<file path="src/rtl/wb_arb_pkg.sv">
// Shared types and defaults for the two-master Wishbone arbiter.
package wb_arb_pkg;

    typedef enum logic [1:0] {
        ST_IDLE   = 2'd0,
        ST_GRANT0 = 2'd1,
        ST_GRANT1 = 2'd2
    } arb_state_t;

    localparam logic [1:0] GNT_NONE = 2'b00;
    localparam logic [1:0] GNT_M0   = 2'b01;
    localparam logic [1:0] GNT_M1   = 2'b10;

    localparam int         DEF_TIMEOUT_CYCLES = 64;
    localparam logic [7:0] DEF_ERR_DATA       = 8'hFF;

endpackage

</file>
<file path="src/rtl/wb_arb_watchdog.sv">
// Bus watchdog: counter loaded with zero on clear, counts while enabled and
// flags the terminal count TIMEOUT_CYCLES-1.
module wb_arb_watchdog #(
    parameter int TIMEOUT_CYCLES = 64
) (
    input  logic clock,
    input  logic reset,
    input  logic i_clr,
    input  logic i_en,
    output logic o_tc
);

    localparam int            CW = $clog2(TIMEOUT_CYCLES);
    localparam logic [CW-1:0] TC = CW'(TIMEOUT_CYCLES - 1);

    logic [CW-1:0] r_count;

    // Holds at terminal count so the count can never wrap back to zero.
    always_ff @(posedge clock) begin
        if (reset) begin
            r_count <= '0;
        end else if (i_clr) begin
            r_count <= '0;
        end else if (i_en && !o_tc) begin
            r_count <= r_count + CW'(1);
        end
    end

    assign o_tc = (r_count == TC);

endmodule

</file>
<file path="src/rtl/wb_master_arbiter.sv">
// Two-master single-beat Wishbone arbiter between the 6502 bridge (m0) and the
// loader/debug master (m1), with a watchdog that completes unacknowledged cycles.
module wb_master_arbiter import wb_arb_pkg::*; #(
    parameter int                    ADDR_WIDTH     = 16,
    parameter int                    DATA_WIDTH     = 8,
    parameter int                    TIMEOUT_CYCLES = DEF_TIMEOUT_CYCLES,
    parameter int                    FIXED_PRIORITY = 0,
    parameter logic [DATA_WIDTH-1:0] ERR_DATA       = DEF_ERR_DATA
) (
    input  logic                  clock,
    input  logic                  reset,
    input  logic                  m0_stb_i,
    input  logic                  m0_we_i,
    input  logic [ADDR_WIDTH-1:0] m0_adr_i,
    input  logic [DATA_WIDTH-1:0] m0_dat_i,
    output logic                  m0_ack_o,
    output logic [DATA_WIDTH-1:0] m0_dat_o,
    input  logic                  m1_stb_i,
    input  logic                  m1_we_i,
    input  logic [ADDR_WIDTH-1:0] m1_adr_i,
    input  logic [DATA_WIDTH-1:0] m1_dat_i,
    output logic                  m1_ack_o,
    output logic [DATA_WIDTH-1:0] m1_dat_o,
    output logic                  s_stb_o,
    output logic                  s_we_o,
    output logic [ADDR_WIDTH-1:0] s_adr_o,
    output logic [DATA_WIDTH-1:0] s_dat_o,
    input  logic                  s_ack_i,
    input  logic [DATA_WIDTH-1:0] s_dat_i,
    input  logic                  err_clr_i,
    output logic                  timeout_o,
    output logic [ADDR_WIDTH-1:0] timeout_adr_o,
    output logic [1:0]            grant_o
);

    arb_state_t            r_state;
    arb_state_t            w_next;
    logic                  r_last_grant;   // 1 = master 1 completed last
    logic                  r_timeout;
    logic [ADDR_WIDTH-1:0] r_timeout_adr;

    logic                  w_granted;
    logic                  w_sel_m1;
    logic                  w_req;
    logic                  w_ack;
    logic [DATA_WIDTH-1:0] w_rdat;
    logic                  w_done;
    logic                  w_to;
    logic                  w_tc;

    wb_arb_watchdog #(
        .TIMEOUT_CYCLES (TIMEOUT_CYCLES)
    ) u_watchdog (
        .clock (clock),
        .reset (reset),
        .i_clr (r_state == ST_IDLE),
        .i_en  (w_granted),
        .o_tc  (w_tc)
    );

    always_ff @(posedge clock) begin
        if (reset) begin
            r_state       <= ST_IDLE;
            r_last_grant  <= 1'b1;
            r_timeout     <= 1'b0;
            r_timeout_adr <= '0;
        end else begin
            r_state <= w_next;
            if (w_done) begin
                r_last_grant <= w_sel_m1;
            end
            if (w_to) begin
                r_timeout     <= 1'b1;
                r_timeout_adr <= s_adr_o;
            end else if (err_clr_i) begin
                r_timeout <= 1'b0;
            end
        end
    end

    // Reset gates everything so an in-flight cycle is dropped without an ack.
    always_comb begin
        w_next    = r_state;
        w_granted = 1'b0;
        w_sel_m1  = (r_state == ST_GRANT1);
        w_req     = 1'b0;
        w_ack     = 1'b0;
        w_rdat    = '0;
        w_done    = 1'b0;
        w_to      = 1'b0;
        s_stb_o   = 1'b0;
        s_we_o    = 1'b0;
        s_adr_o   = '0;
        s_dat_o   = '0;
        m0_ack_o  = 1'b0;
        m1_ack_o  = 1'b0;
        m0_dat_o  = '0;
        m1_dat_o  = '0;
        grant_o   = GNT_NONE;
        if (!reset) begin
            unique case (r_state)
                ST_IDLE: begin
                    if (m0_stb_i && m1_stb_i) begin
                        w_next = (FIXED_PRIORITY != 0 || r_last_grant) ? ST_GRANT0 : ST_GRANT1;
                    end else if (m0_stb_i) begin
                        w_next = ST_GRANT0;
                    end else if (m1_stb_i) begin
                        w_next = ST_GRANT1;
                    end
                end
                ST_GRANT0, ST_GRANT1: begin
                    w_granted = 1'b1;
                    grant_o   = w_sel_m1 ? GNT_M1 : GNT_M0;
                    w_req     = w_sel_m1 ? m1_stb_i : m0_stb_i;
                    s_stb_o   = w_req;
                    s_we_o    = w_sel_m1 ? m1_we_i  : m0_we_i;
                    s_adr_o   = w_sel_m1 ? m1_adr_i : m0_adr_i;
                    s_dat_o   = w_sel_m1 ? m1_dat_i : m0_dat_i;
                    w_rdat    = s_dat_i;
                    if (!w_req) begin
                        w_next = ST_IDLE;
                    end else if (s_ack_i) begin
                        w_ack  = 1'b1;
                        w_done = 1'b1;
                        w_next = ST_IDLE;
                    end else if (w_tc) begin
                        w_ack  = 1'b1;
                        w_rdat = ERR_DATA;
                        w_done = 1'b1;
                        w_to   = 1'b1;
                        w_next = ST_IDLE;
                    end
                    if (w_sel_m1) begin
                        m1_ack_o = w_ack;
                        m1_dat_o = w_rdat;
                    end else begin
                        m0_ack_o = w_ack;
                        m0_dat_o = w_rdat;
                    end
                end
                default: w_next = ST_IDLE;
            endcase
        end
    end

    assign timeout_o     = r_timeout;
    assign timeout_adr_o = r_timeout_adr;

endmodule

</file>
<file path="config.mk">
export PLATFORM = sky130hd
export DESIGN_NAME = wb_master_arbiter
export DESIGN_NICKNAME = d
export VERILOG_FILES = /design/src/rtl/wb_arb_pkg.sv /design/src/rtl/wb_arb_watchdog.sv /design/src/rtl/wb_master_arbiter.sv
export SDC_FILE = /design/constraint.sdc
export NUM_CORES = 1
export LEC_CHECK = 0
export BUFFER_PORTS_ARGS = -buffer_cell sky130_fd_sc_hd__buf_4
export CAP_MARGIN = 25
export CORE_MARGIN = 2
export CORE_UTILIZATION = 41
export DETAILED_ROUTE_END_ITERATION = 6
export PLACE_DENSITY = 0.79
export SLEW_MARGIN = 10
export SYNTH_ARGS = -nofsm -noshare
export SYNTH_HDL_FRONTEND = slang
export SYNTH_SLANG_ARGS = --single-unit
</file>
<file path="constraint.sdc">
create_clock -name clock -period 2.6 [get_ports clock]
set_clock_uncertainty 0.05 [all_clocks]
set_input_delay 0.26 -clock clock [delete_from_list [all_inputs] [get_ports clock]]
set_output_delay 0.26 -clock clock [all_outputs]
set_load 0.05 [all_outputs]
</file>
==> flow_summary.toml, run 1 <==
[run_status]
outcome = "finished clean"

[finish]
area_delta_synth_final_pct = 61.4
postLayoutCoreUtil_pct = 69.4
layout_common_cells = "131 x buf_4, 33 x nor2_1, 28 x nand2_1, 27 x mux2i_1, 26 x dfxtp_1"
layout_commonest_cell = "buf_4"
n_antenna_cell = 0
drive_gt1_share_pct = 48.7
multi_input_area_mm2 = 0.00115
fillCellCount = 337
finalNetCount = 408
seq_area_um2 = 520

[logic_synthesis]
synth_edf_count = 0
yosys_warnings = 0
synth_fp_nets = 284
syn_area_mm2 = 0.00174
synth-seq-area-share_pct = 29.8
async_flop_share_pct = 0
ys_seq_elements = 26
synth_cell_type_count = 39
syn_inst = 216
syn_avg_cell_area_um2 = 8.07
synth-main-ff-cell = "dfxtp_1"

[sta]
period_needed_ps = 2410
slew_headroom_pct = 60.5
hold_viol = 0
worst_pin_slew_ps = 590
min_period_over_period_pct = 92.5
grt_setup_unrepaired = "false"
max_freq_mhz = 416
finalSetupTns_ps = 0
slew_viol_final = 0
setup_viol = 0

[placed_design]
io_buffers = 126
place_hpwl_um = 4060
finalWeightedCongestion = 0.825

[worst_setup_path]
startpoint_type = "flip-flop"
cp_slowest_stage_delay_ps = 560
r2r_end = "timeout_adr_o[7]"
path_cells = "and3_1 -> nand3_1 -> nor3_4 -> o21a_1 -> buf_4"
critPathArrivalTime_ps = 2100
slowest_stage = "nor3_4"
worstReg2RegStart = "r_state[0]"
r2r_setup_slack_ps = 570
crit_required_ps = 2290
crit_fanout = 16
end_kind = "output port"
r2r_cells = 8
crit_type = "flip-flop to output port"

[global_route]
overflow = 0
grt_pass1_vias = 1791
antenna_found_initial = 0
grt_start_max_net_pins = 29
grt_first_pass_wirelength_um = 8350
grtUsageTotal_pct = 20.5

[cts]
cts_tree = "built"
cts_hold_buffers = 0
htree_levels = 1
cts-root-buf = "clkbuf_8"
numCtsBuffers = 3
clock_path_buffers = 2
clk_pin_slew_ps = 90
clk_latency_ps = 270
clock_sinks = 26

[drt]
wl_per_cell_um = 13.2
drtIter0Drc = 122
drc = 0
drt_wl_total_um = 5140
drt-vias-per-instance = 4.94
dr_total_vias = 1921
ant_nets = 0
drt_pass1_iterations = 4

[pwr]
power.density_mw_per_mm2 = 420
ir_drop_mv = 0.409
power.leakage_uw = 0.00125

[min_path]
worstHoldEndpoint = "timeout_o"
worstHoldPathCells = 3
hold_class = "input pin to flip-flop"
hp-start = "err_clr_i"

[floorplanning]
start_util_pct = 43.0
die_h_um = 69.2
num_rows = 23
die_width_um = 69.2
num_io_pins = 127
dieArea_mm2 = 0.00479
core_mm2 = 0.00406

[run]
cap_violations = 0
==> worst max-delay path by stage <==
| stage | cells past startpoint | slack (ps) | startpoint | to |
|---|---|---|---|---|
| 2_1_floorplan | 7 | 130 | r_state[0] | m0_ack_o |
| 3_3_place_gp | 7 | 390 | r_state[0] | m1_dat_o[0] |
| 3_5_place_dp | 7 | 310 | r_state[0] | m1_dat_o[2] |
| 4_1_cts | 5 | 40 | u_watchdog.r_count[2] | m0_dat_o[5] |
| 5_1_grt | 5 | 40 | u_watchdog.r_count[2] | m0_dat_o[5] |
| 6_report | 5 | 190 | u_watchdog.r_count[2] | m0_dat_o[5] |
==> cell usage after synthesis, types with 3 or more instances <==
| library cell | number | area, um^2 |
|---|---|---|
| nand2b_1 | 3 | 18.8 |
| ha_1 | 4 | 50.1 |
| nor2_1 | 38 | 143 |
| a21oi_2 | 9 | 78.8 |
| nand2_2 | 9 | 56.3 |
| mux2i_1 | 27 | 270 |
| clkbuf_1 | 5 | 18.8 |
| inv_1 | 4 | 15.0 |
| dfxtp_1 | 26 | 521 |
| a21oi_1 | 9 | 45.0 |
| nand2_1 | 28 | 105 |
| o21a_1 | 16 | 120 |
| buf_2 | 5 | 25.0 |
==> per-stage QoR <==
stage | setup slack [ps] | hold slack [ps] | cells | area, um^2 | total power, uW
6_report | 195 | 264 | 389 | 2820 | 1180
5_1_grt | 36.9 | 259 | 389 | 2820 | 1240
4_1_cts | 40.6 | 268 | 389 | 2800 | 1190
3_5_place_dp | 307 | 400 | 385 | 2730 | 856
3_3_place_gp | 387 | 393 | 385 | 2730 | 851
2_1_floorplan | 127 | 393 | 216 | 1750 | 689
==> logic make-up (layout without fill, tap and decap cells) <==
kind of cell             count (synthesis)  count (layout)  synth area share, %
flip-flops                              26              26                 29.8
XOR/XNOR                                 2               2                 1.00
adder cells (fa/ha/maj)                  4               4                 2.87
buffers and inverters                   17             140                 5.38
AO/OA/AOI/OAI                           47              47                 19.9
AND/OR/NAND/NOR                         93              93                 25.5
multiplexers                            27              27                 15.5
==> layout make-up <==
class,count,share of cell area [%]
well taps,50,2.22
flip-flops and latches,26,18.5
repair buffers,132,35.3
clock buffers,3,1.47
inverters,4,0.533
multi-input cells,173,40.9
clock inverters,1,1.07
==> metal layers <==
metal / share of wire (%) / global-route usage, % / routed length [um]
met5: 0 / 0 / 0
met4: 1.0 / 3.05 / 53
met3: 4.8 / 5.09 / 248
met2: 52 / 37.5 / 2670
met1: 42 / 24.7 / 2170
==> what timing repair did <==
action / CTS / global route
setup endpoints to repair: 3 / 16
resized for setup: 1 / 3
setup buffers: 0 / 0
hold endpoints to repair: 0 / 0
==> flip-flops by register name, summed over array words and instances (netlist names) <==
register and cells:
r_last_grant 1, r_state 2, timeout_adr_o 16, timeout_o 1, u_watchdog.r_count 6
==> critical path: cells and delay by family (launching register included) <==
family / cells / cell delay [ps]
AND/OR/NAND/NOR: 3 / 970
flip-flops: 1 / 460
buffers and inverters: 1 / 200
AO/OA/AOI/OAI: 1 / 190
==> report_power, final <==
part	switching [uW]	internal [uW]
logic	269	174
registers	3.69	403
clock network	129	206
No activity file was read; power rests on OpenSTA's default activity.
==> inputs of run 2 (changes only) <==
- CORE_UTILIZATION: 41 -> 40
- PLACE_DENSITY: 0.79 -> 0.77
==> run 2 against run 1 <==
  * Final area is the same
  * Count of clock-buffer cells in the layout unchanged
  * Combinational power is essentially flat
  * Power up 0.52%
  * Register-to-register slack hardly changed
  * Die area rose by 2.4%
  * Sequential power about the same
  * Via count is 0.47% higher
  * Final cell count rose by 0.51%
  * Hold slack got worse by 9.0 ps
  * Non-clock buffer count stayed put
  * Largest cell class unchanged
  * Highest routed layer unchanged
==> flow_summary.toml, run 2 (synthesis gave the netlist of run 1 again) <==
[floorplanning]
num_rows = 24
start_util_pct = 40.9
num_io_pins = 127
dieArea_mm2 = 0.00490
die_h_um = 70.0
die_width_um = 70.0
core_mm2 = 0.00426

[cts]
cts_tree = "built"
clock_path_buffers = 2
clock_sinks = 26
postCtsSetupRepairBufs = 0
cts-root-buf = "clkbuf_8"
clk_latency_ps = 280
clk_pin_slew_ps = 100
numCtsBuffers = 3
htree_levels = 1
cts_hold_buffers = 0

[worst_setup_path]
critPathArrivalTime_ps = 2090
startpoint_type = "flip-flop"
crit_type = "flip-flop to output port"
r2r_end = "timeout_adr_o[8]"
crit_start = "r_state[0]"
r2r_setup_slack_ps = 560
worstReg2RegStart = "r_state[0]"
r2r_cells = 8
endpoint = "m1_dat_o[1]"
crit_required_ps = 2290
end_kind = "output port"
crit_fanout = 28

[pwr]
power.density_mw_per_mm2 = 422
ir_drop_mv = 0.312
power.leakage_uw = 0.00125

[drt]
drt-vias-per-instance = 4.94
drc = 0
ant_nets = 0
dr_total_vias = 1930
drtIter0Drc = 82
drt_pass1_iterations = 4
drt_wl_total_um = 5160
wl_per_cell_um = 13.2

[finish]
fin_cells = 391
layout_common_cells = "131 x buf_4, 34 x nor2_1, 28 x nand2_1, 27 x mux2i_1, 26 x dfxtp_1"
drive_gt1_share_pct = 48.4
fillCellCount = 364
finalNetCount = 408
n_antenna_cell = 0
multi_input_area_mm2 = 0.00115
seq_area_um2 = 520
area_delta_synth_final_pct = 61.4
largest_reg_flops = 16
layout_commonest_cell = "buf_4"

[sta]
min_period_over_period_pct = 92.3
max_freq_mhz = 417
slew_viol_final = 0
grt_setup_unrepaired = "false"
finalSetupTns_ps = 0
period_needed_ps = 2400
setup_viol = 0
hold_viol = 0
slew_headroom_pct = 60.9
worst_pin_slew_ps = 585

[placed_design]
place_hpwl_um = 4070
io_buffers = 126
finalWeightedCongestion = 0.789
dp.cells = 387

[global_route]
grt_first_pass_wirelength_um = 8360
grt_pass1_vias = 1859
grt_start_max_net_pins = 29
grtUsageTotal_pct = 20.3
overflow = 0
antenna_found_initial = 0

[min_path]
hold_class = "input pin to flip-flop"

[run]
cap_violations = 0

[run_status]
outcome = "finished clean"
[run 2: cell counts in the layout (fill, tap and decap cells not counted)]
Identical to the previous run, type by type.
[run 2: metrics by stage]
stage	setup WS, ps	util (%)	total power, uW	area (um^2)	hold slack (ps)
after global placement	355	64.1	852	2730	392
after CTS	37.2	65.8	1190	2810	248
after floorplan	127	-	689	1750	393
after global routing	31.5	66.0	1240	2820	240
final	200	66.0	1190	2820	255
after detailed placement	306	64.1	855	2730	400
[run 2: final cells by class]
cell class / instances / share of cell area, %
Inverter: 4 / 0.533
Multi-Input combinational cell: 173 / 40.8
Sequential cell: 26 / 18.5
Clock buffer: 3 / 1.47
Clock inverter: 1 / 1.07
Timing Repair Buffer: 132 / 35.3
Tap cell: 52 / 2.31
[run 2: worst min path at each step]
stage / from / end / slack [ps] / depth (start not counted)
floorplan: reset / r_state[0] / 390 / 2
global placement: timeout_adr_o[9] / timeout_adr_o[9] / 390 / 2
detailed placement: timeout_adr_o[9] / timeout_adr_o[9] / 400 / 2
CTS: err_clr_i / timeout_o / 250 / 3
global route: err_clr_i / timeout_o / 240 / 3
finish: err_clr_i / timeout_o / 250 / 3
[run 2: worst max-delay path, stage by stage, from the launching register on]
cell,delay [ps]
dfxtp_1,340
inv_1,80
ha_2,200
buf_6,310
inv_1,180
nor2_2,310
o21a_1,180
buf_4,190
[run 2: where the power goes]
group	internal, uW	switching, uW	total [uW]
logic	174	268	442
clock network	206	135	341
registers	403	3.50	406
total	783	407	1190
[run 2: metal layers]
metal | share of wire (%) | global-route usage, % | up-vias | wire length (um)
met2 | 51 | 36.6 | 54 | 2640
met1 | 43 | 24.9 | 882 | 2210
met4 | 1.0 | 4.70 | 0 | 53
met5 | 0 | 0 | - | 0
met3 | 5.0 | 3.90 | 9 | 258
li1 | - | - | 985 | -
[run 2: what timing repair did]
item                       4_1_cts  5_1_grt
gates resized for setup          1        2
pin swaps                        0        0
setup endpoints to repair        8       16
==> inputs of run 3 (changes only) <==
- PLACE_DENSITY: 0.77 -> 0.79
==> run 3 against run 2 <==
  * Sequential cell count did not move
  * Global-route usage is essentially flat
  * Final cell count stayed put
  * Final area shrank 0.22%
  * Sequential power about the same
  * Core utilization down 0.15 points
  * Via count shrank 0.93%
  * Critical path type unchanged
  * Largest cell class unchanged
  * Highest routed layer unchanged
==> flow_summary.toml, run 3 (synthesis gave the netlist of run 1 again) <==
[run_status]
outcome = "finished clean"

[worst_setup_path]
cp_slowest_stage_delay_ps = 450
end_kind = "output port"
slowest_stage = "nor2_1"
startpoint_type = "flip-flop"
critPathArrivalTime_ps = 2100
crit_type = "flip-flop to output port"
crit_required_ps = 2290
path_cells = "inv_1 -> ha_1 -> nand2b_1 -> nor2_1 -> o21a_1 -> buf_4"
crit_fanout = 8

[pwr]
p_int_uw = 781
combPwrFrac_pct = 37.3
ir_drop_mv = 0.391
clkPwrFrac_pct = 28.2
swShare_pct = 33.6
power.leakage_uw = 0.00125
switchingPower_uw = 396
sequentialPowerShare_pct = 34.5
power.density_mw_per_mm2 = 419

[sta]
grt_setup_unrepaired = "false"
worst_pin_slew_ps = 563
slew_headroom_pct = 62.3
slew_viol_final = 0
setup_viol = 0
hold_viol = 0
max_freq_mhz = 415
finalSetupTns_ps = 0
layout_setup_ws_ps = 188
min_period_over_period_pct = 92.8
period_needed_ps = 2410

[finish]
area_delta_synth_final_pct = 61.0
largest_reg_flops = 16
layout_common_cells = "132 x buf_4, 35 x nor2_1, 28 x nand2_1, 27 x mux2i_1, 26 x dfxtp_1"
finalNetCount = 408
fillCellCount = 393
drive_gt1_share_pct = 48.1
stdcell_area_mm2 = 0.00281
multi_input_area_mm2 = 0.00115
n_antenna_cell = 0
layout_commonest_cell = "buf_4"
seq_area_um2 = 520

[global_route]
antenna_found_initial = 0
grt_pass1_vias = 1823
overflow = 0
grtUsageTotal_pct = 20.3
grt_first_pass_wirelength_um = 8320
grt_start_max_net_pins = 26

[drt]
wl_per_cell_um = 13.1
dr_total_vias = 1912
drtIter0Drc = 59
drt-vias-per-instance = 4.89
drt_pass1_iterations = 4
drc = 0
ant_nets = 0
drt_wl_total_um = 5140

[cts]
cts_tree = "built"
htree_levels = 1
clk_pin_slew_ps = 90
clock_sinks = 26
cts-root-buf = "clkbuf_8"
cts_hold_buffers = 0
clock_path_buffers = 2
postCtsSetupRepairBufs = 0
numCtsBuffers = 3
clk_latency_ps = 270

[floorplanning]
die_h_um = 70.0
dieArea_mm2 = 0.00490
num_io_pins = 127
die_width_um = 70.0
core_mm2 = 0.00426
num_rows = 24
start_util_pct = 40.9

[min_path]
hold_class = "input pin to flip-flop"

[run]
cap_violations = 0

[placed_design]
dpl_cell_area_mm2 = 0.00273
place_hpwl_um = 3960
pre_cts_slack_ps = 400
finalWeightedCongestion = 0.894
io_buffers = 126
-- run 3: final cells by class --
type                       instances  share of cell area [%]
clock inverter                     1                    1.07
clock buffer                       3                    1.47
multi-input combinational        173                    40.8
inverter                           4                   0.535
timing repair buffer             132                    35.3
tap                               52                    2.32
sequential                        26                    18.5
-- run 3: per-layer routing --
layer	part of all wire (%)	wire length (um)	GRT usage (%)
met1	41	2100	23.8
met2	54	2780	38.2
met3	4.8	246	4.91
met4	0.21	11	2.56
met5	0	0	0
-- run 3: path summary, 6_finish.rpt --
kind / cells after the start / slack, ps / to / startpoint
hold / removal: 3 / 250 / timeout_o / err_clr_i
setup reg to reg: 8 / 590 / timeout_adr_o[6] / r_state[0]
hold reg to reg: 2 / 410 / timeout_adr_o[7] / timeout_adr_o[7]
setup / recovery: 6 / 190 / m1_dat_o[0] / r_state[1]
-- run 3: per-stage QoR --
| step | hold WS, ps | total power, uW | cells | util, % |
|---|---|---|---|---|
| after floorplan | 393 | 689 | 216 | - |
| after global placement | 393 | 852 | 387 | 64.1 |
| after detailed placement | 397 | 854 | 387 | 64.1 |
| after CTS | 246 | 1190 | 391 | 65.7 |
| after global routing | 232 | 1230 | 391 | 65.9 |
| final | 253 | 1180 | 391 | 65.9 |
-- run 3: timing repair --
| action | in CTS | in global routing |
|---|---|---|
| endpoints found under the setup margin | 0 | 16 |
| resized for setup | 0 | 1 |
| endpoints found under the hold margin | 0 | 0 |
-- run 3: power by group through the flow --
stage | clock, uW | combinational (uW) | sequential (uW)
global route | 360 | 464 | 407
finish | 331 | 439 | 406
detailed placement | 0 | 439 | 415
floorplan | 0 | 274 | 414
CTS | 340 | 441 | 406
global placement | 0 | 437 | 415
-- run 3: critical path: cells and delay by family (launching register included) --
kind / cells / cell delay [ps]
compound gates: 1 / 200
simple gates: 2 / 660
flops: 1 / 370
fa+ha+maj: 1 / 320
buf+inv: 2 / 260
